`src/rtl/pipe_hazard_sb.sv`:
```
// Scoreboard hazard unit: tracks in-flight destinations over NSTG post-decode stages and
// drives D stall, E bubble and D/E forward selects. Optional macro: PIPE_HAZARD_SB_R0_ZERO_EN.
module pipe_hazard_sb #(
    parameter int NREG = 32,
    parameter int AW   = 5,
    parameter int NSTG = 3,
    parameter int FW   = 2,
    parameter int RW   = 2
) (
    input  logic          clk,
    input  logic          rst,
    input  logic          validD_i,
    input  logic [AW-1:0] rsD_i,
    input  logic [AW-1:0] rtD_i,
    input  logic          useRsD_i,
    input  logic          useRtD_i,
    input  logic          BranchD_i,
    input  logic          RFWED_i,
    input  logic [AW-1:0] RFAD_i,
    input  logic [RW-1:0] RdyD_i,
    input  logic          HoldAll_i,
    output logic          Stall_o,
    output logic          FlushE_o,
    output logic [FW-1:0] ForwardAD_o,
    output logic [FW-1:0] ForwardBD_o,
    output logic [FW-1:0] ForwardAE_o,
    output logic [FW-1:0] ForwardBE_o
);

    if (AW != $clog2(NREG) || FW != $clog2(NSTG + 1)) begin : g_param_check
        $error("pipe_hazard_sb: AW/FW inconsistent with NREG/NSTG");
    end

`ifdef PIPE_HAZARD_SB_R0_ZERO_EN
    localparam bit R0_ZERO = 1'b1;
`else
    localparam bit R0_ZERO = 1'b0;
`endif

    typedef struct packed {
        logic          v;
        logic [AW-1:0] wa;
        logic [RW-1:0] rdy;
    } entry_t;

    typedef struct packed {
        logic          hit;
        logic [FW-1:0] idx;
        logic [RW-1:0] rdy;
    } match_t;

    entry_t [NSTG-1:0] entry_q, entry_d;
    logic [AW-1:0]     rsE_q, rsE_d, rtE_q, rtE_d;
    logic              useRsE_q, useRsE_d, useRtE_q, useRtE_d;

    match_t m_rsD, m_rtD, m_rsE, m_rtE;
    logic   haz_rs, haz_rt, hazard;

    function automatic logic addr_live(input logic [AW-1:0] r);
        return !R0_ZERO || (r != '0);
    endfunction

    // Scan oldest to youngest so the lowest matching index is the one left standing.
    function automatic match_t youngest(input logic [AW-1:0] r, input entry_t [NSTG-1:0] ent);
        match_t m;
        m = '0;
        for (int k = NSTG - 1; k >= 0; k--) begin
            if (ent[k].v && ent[k].wa == r && addr_live(r)) begin
                m.hit = 1'b1;
                m.idx = FW'(k);
                m.rdy = ent[k].rdy;
            end
        end
        return m;
    endfunction

    function automatic logic [FW-1:0] fwd_sel(input match_t m);
        return (m.hit && int'(m.idx) >= int'(m.rdy)) ? FW'(int'(m.idx) + 1) : '0;
    endfunction

    function automatic logic src_hazard(input match_t m, input logic used, input logic branch);
        return used && m.hit &&
               ((int'(m.idx) + 1 < int'(m.rdy)) || (branch && int'(m.idx) < int'(m.rdy)));
    endfunction

    always_comb begin
        m_rsD = youngest(rsD_i, entry_q);
        m_rtD = youngest(rtD_i, entry_q);
        m_rsE = youngest(rsE_q, entry_q);
        m_rtE = youngest(rtE_q, entry_q);

        haz_rs = validD_i && src_hazard(m_rsD, useRsD_i, BranchD_i);
        haz_rt = validD_i && src_hazard(m_rtD, useRtD_i, BranchD_i);
        hazard = haz_rs || haz_rt;

        Stall_o     = HoldAll_i || hazard;
        FlushE_o    = hazard && !HoldAll_i;
        ForwardAD_o = BranchD_i ? fwd_sel(m_rsD) : '0;
        ForwardBD_o = BranchD_i ? fwd_sel(m_rtD) : '0;
        ForwardAE_o = useRsE_q ? fwd_sel(m_rsE) : '0;
        ForwardBE_o = useRtE_q ? fwd_sel(m_rtE) : '0;
    end

    // NOTE: every variable gets a value on every path through always_comb, else a latch is inferred.
    always_comb begin
        entry_d = entry_q;
        for (int k = 1; k < NSTG; k++) begin
            entry_d[k] = entry_q[k-1];
        end
        entry_d[0].v   = validD_i && RFWED_i && !hazard && addr_live(RFAD_i);
        entry_d[0].wa  = RFAD_i;
        entry_d[0].rdy = RdyD_i;

        rsE_d    = hazard ? '0 : rsD_i;
        rtE_d    = hazard ? '0 : rtD_i;
        useRsE_d = !hazard && useRsD_i;
        useRtE_d = !hazard && useRtD_i;
    end

    // NOTE: sequential state uses non-blocking assignments so every register samples pre-edge values.
    always_ff @(posedge clk) begin
        if (rst) begin
            // NOTE: only the valid bits need clearing; wa/rdy are never looked at while v is low.
            for (int k = 0; k < NSTG; k++) begin
                entry_q[k].v <= 1'b0;
            end
            rsE_q    <= '0;
            rtE_q    <= '0;
            useRsE_q <= 1'b0;
            useRtE_q <= 1'b0;
        end else if (!HoldAll_i) begin
            entry_q  <= entry_d;
            rsE_q    <= rsE_d;
            rtE_q    <= rtE_d;
            useRsE_q <= useRsE_d;
            useRtE_q <= useRtE_d;
        end
    end

endmodule

```
`config.mk`:
```
export PLATFORM = sky130hd
export DESIGN_NAME = pipe_hazard_sb
export DESIGN_NICKNAME = d
export VERILOG_FILES = /design/src/rtl/pipe_hazard_sb.sv
export SDC_FILE = /design/constraint.sdc
export NUM_CORES = 1
export LEC_CHECK = 0
export CORE_ASPECT_RATIO = 1.2
export CORE_MARGIN = 1.5
export CORE_UTILIZATION = 25
export DETAILED_ROUTE_END_ITERATION = 10
export PLACE_DENSITY_LB_ADDON = 0.1
export REMOVE_ABC_BUFFERS = 1
export SKIP_CTS_REPAIR_TIMING = 1
export SYNTH_ARGS = -nofsm -noshare
export SYNTH_HDL_FRONTEND = slang
export SYNTH_SLANG_ARGS = --single-unit
```
`constraint.sdc`:
```
create_clock -name clk -period 4.38 [get_ports clk]
set_input_delay 0.876 -clock clk [delete_from_list [all_inputs] [get_ports clk]]
set_output_delay 0.876 -clock clk [all_outputs]
set_load 0.005 [all_outputs]
```
Word-level counts from Yosys, hierarchy flattened
Index checks and enable logic that the tools add are counted.
{"block": "word_totals", "ff_bits": 36, "in_bits": 25, "out_inout_bits": 10}
{"block": "op_classes", "add_sub_neg": 4, "n_lt_le_gt_ge": 8, "eq_ne": 12, "muxes": 22, "bitwise": 2, "n_reduce_logical": 36}
{"op": "$mux W5", "n": 14}
{"op": "$lt A32 B3 Y1", "n": 2}
{"op": "$eq A5 B5 Y1", "n": 12}
{"op": "$logic_and A1 B1 Y1", "n": 29}
{"op": "$mux W2", "n": 8}
{"op": "$ge A2 B2 Y1", "n": 4}
{"op": "$add A2 B1 Y3 const B", "n": 2}
{"op": "$add A2 B1 Y2 const B", "n": 2}
{"op": "$logic_or A1 B1 Y1", "n": 4}
{"op": "$lt A2 B2 Y1", "n": 2}
{"op": "$logic_not A1 Y1", "n": 2}
{"op": "$not A1 Y1", "n": 2}
{"op": "$reduce_and A2 Y1", "n": 1}

Depth between registers and ports, before layout
Gate-level depths: netlist of run 1.
{"block": "logic_depth", "ltp_word": 13, "mapped_depth": 14, "ltp_nobuf": 12}

Worst setup path after synthesis of run 1
OpenSTA, ideal clock, no wires.
{"block": "synth_timing", "path_type": "input -> output", "startpoint": "input port rtD_i[0]", "endpoint": "output port FlushE_o", "arrival_ps": 3339, "required_time_ps": 3504, "setup_slack_ps": 165, "cell_stages": 13, "path_buffers": 1, "path_cell_list": "xor2_1 -> nor4_2 -> nand3_2 -> or2b_1 -> inv_1 -> ha_1 -> ha_1 -> or2_2 -> o32ai_1 -> nand3_1 -> a31oi_4 -> buf_6 -> o21ba_1"}
{"block": "synth_via", "elab_chain_len": 12, "word_cells_on_any_way": 19}
{"item": "start: declaration", "line_no": "14", "source": "input logic [AW-1:0] rtD_i,"}
{"item": "$eq A5 B5 Y1", "line_no": "68", "source": "if (ent[k].v && ent[k].wa == r && addr_live(r)) begin"}
{"item": "$logic_and A1 B1 Y1", "line_no": "68"}
{"item": "$mux W5 (2 in series)", "line_no": "68"}
{"item": "$mux W5 *", "line_no": "68"}
{"item": "$add A2 B1 Y3 or $lt A2 B2 Y1 (tied branches)"}
{"item": "$lt A32 B3 Y1 or $logic_and A1 B1 Y1 (tied branches)", "line_no": "83", "source": "((int'(m.idx) + 1 < int'(m.rdy)) || (branch && int'(m.idx) < int'(m.rdy)));"}
{"item": "$logic_or A1 B1 Y1", "line_no": "83"}
{"item": "$logic_and A1 B1 Y1 *", "line_no": "82", "source": "return used && m.hit &&"}
{"item": "$logic_and A1 B1 Y1 *", "line_no": "93", "source": "haz_rt = validD_i && src_hazard(m_rtD, useRtD_i, BranchD_i);"}
{"item": "$logic_or A1 B1 Y1 *", "line_no": "94", "source": "hazard = haz_rs || haz_rt;"}
{"item": "$logic_and A1 B1 Y1 *", "line_no": "97", "source": "FlushE_o = hazard && !HoldAll_i;"}
{"item": "end: declaration", "line_no": "23", "source": "output logic FlushE_o,"}
Mark *: on every way between the ends. The rest lies on a longest branch, timed or not.

Worst setup path after layout of run 1
{"block": "layout_timing", "startpoint": "input port rtD_i[4]", "endpoint": "output port Stall_o"}
{"block": "layout_via", "elab_chain_len": 12, "word_cells_on_any_way": 19}
{"item": "$eq A5 B5 Y1", "line_no": "68"}
{"item": "$logic_and A1 B1 Y1", "line_no": "68"}
{"item": "$mux W5 (2 in series)", "line_no": "68"}
{"item": "$mux W5 *", "line_no": "68"}
{"item": "$add A2 B1 Y3 or $lt A2 B2 Y1 (tied branches)"}
{"item": "$lt A32 B3 Y1 or $logic_and A1 B1 Y1 (tied branches)", "line_no": "83"}
{"item": "$logic_or A1 B1 Y1", "line_no": "83"}
{"item": "$logic_and A1 B1 Y1 *", "line_no": "82"}
{"item": "$logic_and A1 B1 Y1 *", "line_no": "93"}
{"item": "$logic_or A1 B1 Y1 *", "line_no": "94"}
{"item": "$logic_or A1 B1 Y1 *", "line_no": "96", "source": "Stall_o = HoldAll_i || hazard;"}
{"item": "end: declaration", "line_no": "22", "source": "output logic Stall_o,"}
Marked as above.

==> results of run 1 <==
cell usage after synthesis (3+ instances only):
library cell	instances	share of area [%]
a21boi_0	3	0.81
a21oi_1	8	1.4
and3_1	6	1.3
clkbuf_1	5	0.67
dfxtp_1	15	11
edfxtp_1	21	23
ha_1	14	6.3
inv_1	11	1.5
mux2_2	6	2.4
mux2i_1	8	2.9
nand2_1	17	2.3
nand2b_1	5	1.1
nand3_1	10	1.8
nor2_1	11	1.5
nor2b_1	5	1.1
nor4_1	7	1.6
nor4_2	3	1.3
o21ai_0	3	0.54
o2bb2ai_1	4	1.3
o32ai_1	15	4.7
or2_2	4	0.90
or3b_2	12	3.8
xnor2_1	20	6.3
xor2_1	40	13
flip-flops by register name, summed over array words and instances, names as in the netlist:
signal / flops
useRsE_q: 1
rsE_q: 5
entry_q: 8
entry_d: 16
useRtE_q: 1
rtE_q: 5
logic make-up after synthesis:
family                     count (synthesis)  synth area share (%)
DFF                                       36                  33.4
muxes                                     14                  5.30
adders and majority gates                 16                  7.72
and+or+nand+nor                           89                  19.3
AOI/OAI and AO/OA                         41                  12.2
xor gates and xnor gates                  60                  18.9
buffers and inverters                     20                  3.28
path summary, 6_finish.rpt:
kind,slack [ns],start,endpoint,depth (start not counted)
worst max register to register,0.97,entry_q[20]$_DFFE_PP_,rsE_q[3]$_SDFFE_PP0N_,15
worst min-delay path,0.49,useRtE_q$_SDFFE_PP0N_,useRtE_q$_SDFFE_PP0N_,2
worst min register to register,0.49,useRtE_q$_SDFFE_PP0N_,useRtE_q$_SDFFE_PP0N_,2
worst max-delay path,-0.16,rtD_i[4],Stall_o,16
final cells by class:
type                            instances  area, um2  area share (%)
Sequential cell                        36        931            22.1
Clock buffer                            5        125            2.98
Clock inverter                          3       18.8           0.446
Tap cell                              132        165            3.93
Inverter                               11       41.3           0.982
Timing Repair Buffer                  109        935            22.2
Multi-Input combinational cell        220       1990            47.3
report_power, final:
| part | switching (mW) | internal, mW |
|---|---|---|
| combinational | 0.0692 | 0.0797 |
| clock | 0.150 | 0.210 |
| sequential | 0.0253 | 0.376 |
routing by layer:
metal  up-vias  part of all wire [%]
li1       1218                     -
met1      1159                    42
met2        38                    54
met3         9                   3.2
met4         0                   1.6
met5         -                     0
cells in the final DEF (no fill, tap or decap), drive strengths merged, types with 10 or more instances in the layout:
master,synthesis,routed
buf,3,77
xor2,40,40
edfxtp,21,21
xnor2,20,20
nand2,17,17
clkdlybuf4s50,0,17
dfxtp,15,15
o32ai,15,15
ha,14,14
or3b,12,12
nand3,12,12
inv,11,11
dlymetal6s2s,0,11
nor2,11,11
nor4,10,10
stage by stage:
step | area (um2) | worst slack [ns] | hold slack [ns]
after CTS | 3850 | -0.922 | 0.490
after global routing | 4200 | -0.319 | 0.513
after floorplan | 2740 | 0.169 | 0.452
final | 4200 | -0.155 | 0.490
after detailed placement | 3700 | -0.927 | 0.481
after global placement | 3700 | -0.901 | 0.481
worst register-to-register path, cell delays in order, from the launching register on:
cell       delay (ns)
edfxtp_1         0.41
buf_4            0.18
xor2_1           0.19
nor4_4           0.38
o2111ai_4        0.18
or2b_1           0.27
inv_1            0.08
ha_1             0.25
ha_1             0.19
or2_2            0.28
o32ai_2          0.09
nand3_1          0.14
a31oi_4          0.19
buf_6            0.12
buf_4            0.21
o32ai_1          0.12
==> metrics.yaml, run 1 <==
worstSetupStartpointType: "primary input"
cp.required_ns: 3.50
cp-end-kind: "output pin"
vias: 2424
fin_util_pct: 38.5
synthToLayoutAreaGrowth_pct: 50.9
worst_slew_pin_slew_ns: 0.625
finalMaxSlewViolations: 0
grt.met3_usage_pct: 2.54
power.density_nw_per_um2: 216
gp_congestion: 0.807
crit_family: "buffers and inverters"
grt-ovfl-total: 0
synth_area_um2: 2790
use_met2_pct: 26.2
min_path_type: "reg -> reg"
layout-drive-gt1-share_pct: 38.0
slew_headroom_pct: 58.3
io_buffers: 34
fp.dieW_um: 99.4
async_flop_share_pct: 0
cts_tree: "done"
critPathMaxFanout: 4
maxCapViolations: 0
clockBufferDepth: 2
clock.fmax_mhz: 221
path_clk_slew_ns: 0.06
period_share_pct: 104
core_um2: 10900
cts_buffers: 5
worstPathArrival_ns: 3.66
top_usage_layer: "met2"
cts-htree-levels: 2
ir_drop_mv: 0.157
dp_hpwl_um: 6700
crit_buf_inv: 5
antenna_left: 0
synth_flop_cell: "edfxtp_1"
p_leak_nw: 1.84
avgRoutedWirePerCell_um: 16.6
ios: 35
critPathMaxStageDelay_ns: 0.50
initial_core_util_pct: 25.5
critPathKind: "in -> out"
syn_inst: 276
num_antenna_cells: 0
grt_pass1_vias: 2374
setup_viol: 2
num-fill-cells: 1130
avgSynthCellArea_um2: 10.1
routed_wl_um: 8560
nNetsFinal: 424
grt_pass1_wl_um: 13000
setup_ws_ns: -0.155
antenna_found_initial: 0
outcome: "finished, violations left"
cts_sinks: 36
synth-edff-count: 21
grt_use_total_pct: 14.7
drc: 0
min_period_ns: 4.54
violations: "negative setup slack"
dp.cells: 494
worstPathCellList: "clkbuf_4 > xnor2_1 > nand4_1 > buf_4 > o2111ai_4 > buf_6 > o2bb2ai_4 > mux2_4 > fa_1 > nor2_2 > o32ai_2 > nand3_1 > a31oi_4 > buf_6 > or3_1 > clkbuf_2"
clock_latency_ns: 0.29
synth_warnings: 0
root_buffer: "clkbuf_16"
drt_iter0_drc: 66
cpMaxStageDelayCell: "fa_1"
grt_max_degree: 30
finalHoldViolCount: 0
via_per_inst: 4.70
synth-seq-cells: 36
setup_tns_ns: -0.230
dieArea_um2: 11800
die_h_um: 119
ys_seq_area_share_pct: 33.4
final_cells: 516
p_total_mw: 0.910
crit_top_cell: "buf_6"
core.rowCount: 42
first_pass_iters: 4
rsz0062_at_grt: "yes"
worst_clock_skew_ns: 0.00850
yosysUniqueCellTypes: 39
use_met1_pct: 17.8
Power figures use the tool's default switching activity.
==> inputs of run 2 (changes only) <==
--- a/config.mk
+++ b/config.mk
@@ -5,6 +5,9 @@
 export SDC_FILE = /design/constraint.sdc
 export NUM_CORES = 1
 export LEC_CHECK = 0
+export ABC_AREA = 1
+export CELL_PAD_IN_SITES_DETAIL_PLACEMENT = 1
+export CELL_PAD_IN_SITES_GLOBAL_PLACEMENT = 2
 export CORE_ASPECT_RATIO = 1.2
 export CORE_MARGIN = 1.5
 export CORE_UTILIZATION = 25
==> run 2 against run 1 <==
The run now ends clean. Critical path depth rose by 1. Worst hold slack lost 0.0059 ns. Combinational power is 6% higher. Sequential cell count did not move. Die area is 3.6% higher. First-iteration DRC count increased by 110%. Count of clock-buffer cells in the layout up 1. Largest power group is now the clock network. Highest routed layer unchanged.
==> metrics.yaml, run 2 <==
drt_iter0_drc: 141  # was 66
hp-start: "useRsE_q$_SDFFE_PP0N_"  # was useRtE_q$_SDFFE_PP0N_
min_period_ns: 4.27  # was 4.54 ns
rsz0062_at_grt: "yes"  # unchanged
cts_buffers: 5  # unchanged
p_leak_nw: 1.86  # was 1.84 nW
setup_viol: 0  # was 2
cp-end-kind: "output pin"  # unchanged
fin_area_um2: 3960  # was 4200 um2
root_buffer: "clkbuf_16"  # unchanged
power.density_nw_per_um2: 247  # was 216 nW/um2
setup_ws_ns: 0.111  # was -0.155 ns
grt_pass1_vias: 3115  # was 2374
grt_use_total_pct: 19.1  # was 14.7%
yosysMostFrequentCell: "nand2_1"  # was xor2_1
avgSynthCellArea_um2: 6.83  # was 10.1 um2
num-fill-cells: 1403  # was 1130
cts_sinks: 36  # unchanged
whs_path_depth: 2  # unchanged
rr_worst_depth: 20  # was 15
synth_common_cells: "nand2_1, inv_1, nor2_1, edfxtp_1, nand3_1"  # was xor2_1, edfxtp_1, xnor2_1, nand2_1
grt_pass1_wl_um: 17200  # was 13000 um
largest_reg_flops: 16  # unchanged
die_h_um: 121  # was 119 um
clockBufferDepth: 2  # unchanged
syn_inst: 423  # was 276
drc: 0  # unchanged
worst_clock_skew_ns: 0.00689  # was 0.00850 ns
nNetsFinal: 539  # was 424
io_buffers: 34  # unchanged
yosysUniqueCellTypes: 35  # was 39
synth_warnings: 0  # unchanged
whs_endpoint: "useRsE_q$_SDFFE_PP0N_"  # was useRtE_q$_SDFFE_PP0N_
final_common_cell: "nand2_1"  # was buf_4
gp_congestion: 0.814  # was 0.807
clock.fmax_mhz: 234  # was 221 MHz
finalMaxSlewViolations: 0  # unchanged
critPathKind: "in -> out"  # unchanged
worstSetupStartpointType: "primary input"  # unchanged
slew_headroom_pct: 71.7  # was 58.3%
min_path_type: "reg -> reg"  # unchanged
ios: 35  # unchanged
rr_startpoint: "entry_d[11]$_DFFE_PP_"  # was entry_q[20]$_DFFE_PP_
setup_tns_ns: 0  # was -0.230 ns
maxCapViolations: 0  # unchanged
r2r-end: "rtE_q[3]$_SDFFE_PP0N_"  # was rsE_q[3]$_SDFFE_PP0N_
vias: 2990  # was 2424
cts_tree: "done"  # unchanged
cp.required_ns: 3.50  # about the same
synth_top_area_share_pct: 21.8  # was 22.6%
cts-htree-levels: 2  # unchanged
hold_ws_ns: 0.484  # was 0.490 ns
via_per_inst: 4.58  # was 4.70
fin_util_pct: 35.5  # was 38.5%
core.rowCount: 42  # unchanged
dieArea_um2: 12200  # was 11800 um2
fp.dieW_um: 101  # was 99.4 um
antenna_left: 0  # unchanged
synthToLayoutAreaGrowth_pct: 36.9  # was 50.9%
yosysTopAreaCell: "edfxtp_1"  # unchanged
synthTopCellsByArea: "edfxtp_1, nand2_1, dfxtp_1"  # was edfxtp_1, xor2_1, dfxtp_1
synth_flop_cell: "edfxtp_1"  # unchanged
period_share_pct: 97.5  # was 104%
clock_latency_ns: 0.29  # about the same
initial_core_util_pct: 25.9  # was 25.5%
synth-edff-count: 21  # unchanged
first_pass_iters: 4  # unchanged
avgRoutedWirePerCell_um: 17.0  # was 16.6 um
core_um2: 11100  # was 10900 um2
path_clk_slew_ns: 0.06  # about the same
grt-ovfl-total: 0  # unchanged
antenna_found_initial: 0  # unchanged
layout-drive-gt1-share_pct: 25.5  # was 38.0%
cp-startpoint: "rsD_i[2]"  # was rtD_i[4]
final_cell_mix: "nand2_1, inv_1, buf_4"  # was buf_4, xor2_1, edfxtp_1
ys_seq_area_share_pct: 32.2  # was 33.4%
finalHoldViolCount: 0  # unchanged
ir_drop_mv: 0.142  # was 0.157 mV
num_antenna_cells: 0  # unchanged
grt_max_degree: 21  # was 30
synth_area_um2: 2890  # was 2790 um2
rrSetupSlack_ns: 1.29  # was 0.97 ns
outcome: "finished clean"  # was finished, violations left
critPathMaxFanout: 4  # unchanged
placed_area_um2: 3650  # was 3700 um2
synth-seq-cells: 36  # unchanged
worstPathArrival_ns: 3.39  # was 3.66 ns
post-place-ws_ns: -0.715  # was -0.927 ns
dp_hpwl_um: 8870  # was 6700 um
async_flop_share_pct: 0  # unchanged
worst_slew_pin_slew_ns: 0.420  # was 0.625 ns
routed_wl_um: 11100  # was 8560 um
==> run 2: area by class of cell <==
class | count | area, um2 | area share, %
multi-input cells | 318 | 1800 | 45.5
flip-flops and latches | 36 | 931 | 23.5
well taps | 154 | 193 | 4.87
repair buffers | 75 | 637 | 16.1
clock buffers | 6 | 129 | 3.26
clock inverters | 2 | 35.0 | 0.886
inverters | 62 | 233 | 5.88
==> run 2: how the worst max path moves through the flow <==
stage,end,slack [ns],cells after the start
after floorplan,FlushE_o,0.77,15
after global placement,FlushE_o,-0.58,19
after detailed placement,FlushE_o,-0.72,20
after CTS,FlushE_o,-0.72,20
after global routing,ForwardAD_o[1],-0.06,17
final,ForwardAD_o[1],0.11,17
==> run 2: power by group <==
part           internal, mW  switching [mW]  leakage, nW  total, mW
logic                0.0648          0.0928         1.46      0.158
clock network         0.268           0.152       0.0808      0.420
registers             0.376          0.0243        0.321      0.400
total                 0.709           0.269         1.86      0.978
==> run 2: layer usage <==
metal / up-vias / track usage (%) / part of all wire, %
li1: 1510 / - / -
met1: 1442 / 22.3 / 42
met2: 31 / 36.3 / 55
met3: 7 / 1.79 / 1.6
met4: 0 / 5.21 / 0.99
met5: - / 0 / 0
==> run 2: worst max-delay path: stages <==
cell             delay, ns
dlymetal6s2s_1        0.16
buf_4                 0.15
nand2_1               0.05
nand2_1               0.07
nor2_2                0.12
nand3_2               0.16
inv_2                 0.11
nor2_2                0.07
buf_4                 0.14
nand2_1               0.05
nand3_1               0.11
buf_4                 0.15
ha_1                  0.28
o21ai_2               0.14
nand3_2               0.12
nor2_2                0.14
clkdlybuf4s50_1       0.50
==> run 2: logic make-up (layout without fill, tap and decap cells) <==
| group | count (synthesis) | in the layout | share of synthesized area [%] |
|---|---|---|---|
| AOI/OAI and AO/OA | 60 | 60 | 12.9 |
| xor gates and xnor gates | 8 | 8 | 2.43 |
| adders and majority gates | 16 | 16 | 7.45 |
| buffers and inverters | 69 | 145 | 9.53 |
| DFF | 36 | 36 | 32.2 |
| and+or+nand+nor | 234 | 234 | 35.5 |
==> run 2: metrics by stage <==
step,std cells,power [mW]
6_report,653,0.978
5_1_grt,653,1.02
4_1_cts,648,0.990
3_5_place_dp,640,0.565
3_3_place_gp,640,0.563
2_1_floorplan,416,0.474
==> inputs of run 3 (changes only) <==
--- a/config.mk
+++ b/config.mk
@@ -14,7 +14,8 @@
 export DETAILED_ROUTE_END_ITERATION = 10
 export PLACE_DENSITY_LB_ADDON = 0.1
 export REMOVE_ABC_BUFFERS = 1
-export SKIP_CTS_REPAIR_TIMING = 1
+export SLEW_MARGIN = 20
 export SYNTH_ARGS = -nofsm -noshare
 export SYNTH_HDL_FRONTEND = slang
 export SYNTH_SLANG_ARGS = --single-unit
+export TNS_END_PERCENT = 1
==> run 3 against run 2 <==
Wire length fell by 1.4%. Sequential cell count stayed put. Combinational power up 3%. First-iteration DRC count shrank 22%. Global-route usage up 0.072 points. Worst hold slack lost 0.0011 ns. Clock power barely moved. Clock skew down 0.00090 ns. Critical path type unchanged.
==> metrics.yaml, run 3 (synthesis results as in run 2) <==
outcome: "finished clean"  # unchanged
core.rowCount: 42  # unchanged
critPathKind: "in -> out"  # unchanged
slew_headroom_pct: 69.4  # was 71.7%
vias: 3007  # was 2990
r2r-end: "rtE_q[3]$_SDFFE_PP0N_"  # unchanged
intPower_mw: 0.710  # was 0.709 mW
worst_slew_pin_slew_ns: 0.454  # was 0.420 ns
fp.dieW_um: 101  # unchanged
grt_use_total_pct: 19.2  # was 19.1%
p_total_mw: 0.981  # was 0.978 mW
num_antenna_cells: 0  # unchanged
worst_clock_skew_ns: 0.00598  # was 0.00689 ns
cts_sinks: 36  # unchanged
clockBufferDepth: 2  # unchanged
layout-drive-gt1-share_pct: 25.8  # was 25.5%
min_period_ns: 4.29  # was 4.27 ns
drt_iter0_drc: 110  # was 141
largest_reg_flops: 16  # unchanged
grt_pass1_vias: 3132  # was 3115
crit_buf_inv: 7  # was 6
rr_worst_depth: 20  # unchanged
synthToLayoutAreaGrowth_pct: 36.6  # was 36.9%
crit_family: "buffers and inverters"  # unchanged
whs_endpoint: "useRsE_q$_SDFFE_PP0N_"  # unchanged
hold_ws_ns: 0.483  # was 0.484 ns
cts_tree: "done"  # unchanged
clock_latency_ns: 0.29  # about the same
antenna_found_initial: 0  # unchanged
p_leak_nw: 1.82  # was 1.86 nW
finalHoldViolCount: 0  # unchanged
worstPathCellList: "clkdlybuf4s15_2 > inv_2 > nand2_1 > nand2_1 > nor2_2 > nand3_2 > inv_2 > nor2_2 > buf_4 > buf_4 > nand3_1 > nand3_1 > buf_4 > ha_1 > o21ai_2 > nand3_2 > nor2_2 > clkdlybuf4s50_1"  # was dlymetal6s2s_1 > buf_4 > nand2_1 > nand2_1 > nor2_2 > nand3_2 > inv_2 > nor2_2 > buf_4 > nand2_1 > nand3_1 > buf_4 > ha_1 > o21ai_2 > nand3_2 > nor2_2 > clkdlybuf4s50_1
path_clk_slew_ns: 0.06  # about the same
initial_core_util_pct: 25.9  # unchanged
first_pass_iters: 4  # unchanged
via_per_inst: 4.62  # was 4.58
hp-start: "useRsE_q$_SDFFE_PP0N_"  # unchanged
critPathMaxFanout: 5  # was 4
power.density_nw_per_um2: 249  # was 247 nW/um2
grt-ovfl-total: 0  # unchanged
cp-end-kind: "output pin"  # unchanged
ir_drop_mv: 0.141  # was 0.142 mV
period_share_pct: 98.0  # was 97.5%
cts-hold-fix-buffers: 0
cpMaxStageDelayCell: "clkdlybuf4s50_1"  # unchanged
critPathMaxStageDelay_ns: 0.50  # about the same
rr_startpoint: "entry_d[22]$_DFFE_PP_"  # was entry_d[11]$_DFFE_PP_
root_buffer: "clkbuf_16"  # unchanged
cts_buffers: 5  # unchanged
avgRoutedWirePerCell_um: 16.8  # was 17.0 um
dieArea_um2: 12200  # unchanged
rsz0062_at_grt: "yes"  # unchanged
finalMaxSlewViolations: 0  # unchanged
final_cell_mix: "nand2_1, inv_1, buf_4"  # unchanged
grt_pass1_wl_um: 17300  # was 17200 um
rrSetupSlack_ns: 1.44  # was 1.29 ns
core_um2: 11100  # unchanged
drc: 0  # unchanged
num-fill-cells: 1405  # was 1403
routed_wl_um: 10900  # was 11100 um
min_path_type: "reg -> reg"  # unchanged
setup_viol: 0  # unchanged
p_clk_share_pct: 42.8  # was 42.9%
ios: 35  # unchanged
io_buffers: 34  # unchanged
die_h_um: 121  # unchanged
dp_hpwl_um: 8870  # unchanged
whs_path_depth: 2  # unchanged
power_switching_mw: 0.271  # was 0.269 mW
cts-htree-levels: 2  # unchanged
nNetsFinal: 537  # was 539
clock.fmax_mhz: 233  # was 234 MHz
share_comb_of_total_power_pct: 16.5  # was 16.1%
maxCapViolations: 0  # unchanged
seqPwrFrac_pct: 40.8  # was 40.9%
cp.required_ns: 3.50  # about the same
sw_frac_of_total_pct: 27.6  # was 27.5%
grt_max_degree: 21  # unchanged
gp_congestion: 0.814  # unchanged
final_common_cell: "nand2_1"  # unchanged
worstPathArrival_ns: 3.42  # was 3.39 ns
antenna_left: 0  # unchanged
worstSetupStartpointType: "primary input"  # unchanged
run 3: changes by cell type in the layout (fill, tap and decap cells not counted), moves of 3 or more:
cell / before / now
dlymetal6s2s_1: 6 / 1
clkbuf_2: 6 / 3
nand3_2: 17 / 14
nand3_4: 0 / 3
dlygate4sd2_1: 0 / 3
clkdlybuf4s15_2: 0 / 3
run 3: layer usage:
metal	GRT usage (%)	wire length (um)	up-vias
met4	4.43	130	0
met1	22.2	4570	1462
met5	0	0	-
met2	37.1	6000	32
li1	-	-	1504
met3	1.73	229	9
run 3: final cells by class:
cell class / instances / area (um2) / share of cell area [%]
repair buffers: 73 / 619 / 15.7
clock buffers: 6 / 129 / 3.26
well taps: 154 / 193 / 4.88
multi-input cells: 318 / 1810 / 45.8
inverters: 62 / 233 / 5.90
flip-flops and latches: 36 / 931 / 23.6
clock inverters: 2 / 35.0 / 0.887
run 3: worst min-delay path, cell delays in order, from the launching register on:
cell,delay (ns)
dfxtp_1,0.31
nand2_1,0.08
a21oi_2,0.05
run 3: worst max-delay path by stage:
stage               startpoint        endpoint  depth (start not counted)
floorplan             rsD_i[0]        FlushE_o                         15
global route          rtD_i[2]         Stall_o                         19
global placement      rsD_i[1]        FlushE_o                         19
detailed placement    rsD_i[3]        FlushE_o                         20
finish                rsD_i[4]  ForwardAD_o[1]                         18
CTS                   rsD_i[4]  ForwardAD_o[1]                         18
run 3: metrics by stage:
step                      std cells  setup TNS (ns)  instance area [um2]  utilization, %  setup slack, ns
final                           651               0                 3950            35.4           0.0886
after global routing            651          -0.257                 3950            35.4          -0.0849
after CTS                       650         -0.0949                 3880            34.8          -0.0514
after detailed placement        640           -2.81                 3650            32.8           -0.715
after global placement          640           -2.43                 3650            32.8           -0.582
after floorplan                 416               0                 2850               -            0.768
run 3: power groups by stage:
stage                     combinational, mW  sequential [mW]  clock [mW]
after detailed placement              0.157            0.408           0
after CTS                             0.159            0.401       0.432
final                                 0.162            0.400       0.419
after floorplan                      0.0764            0.398           0
after global placement                0.155            0.408           0
after global routing                  0.180            0.403       0.438
run 3: timing repair:
action                     4_1_cts  5_1_grt
setup endpoints to repair        6        6
resized for setup               48       29
setup buffers                    2        1
pin swaps                        9        5
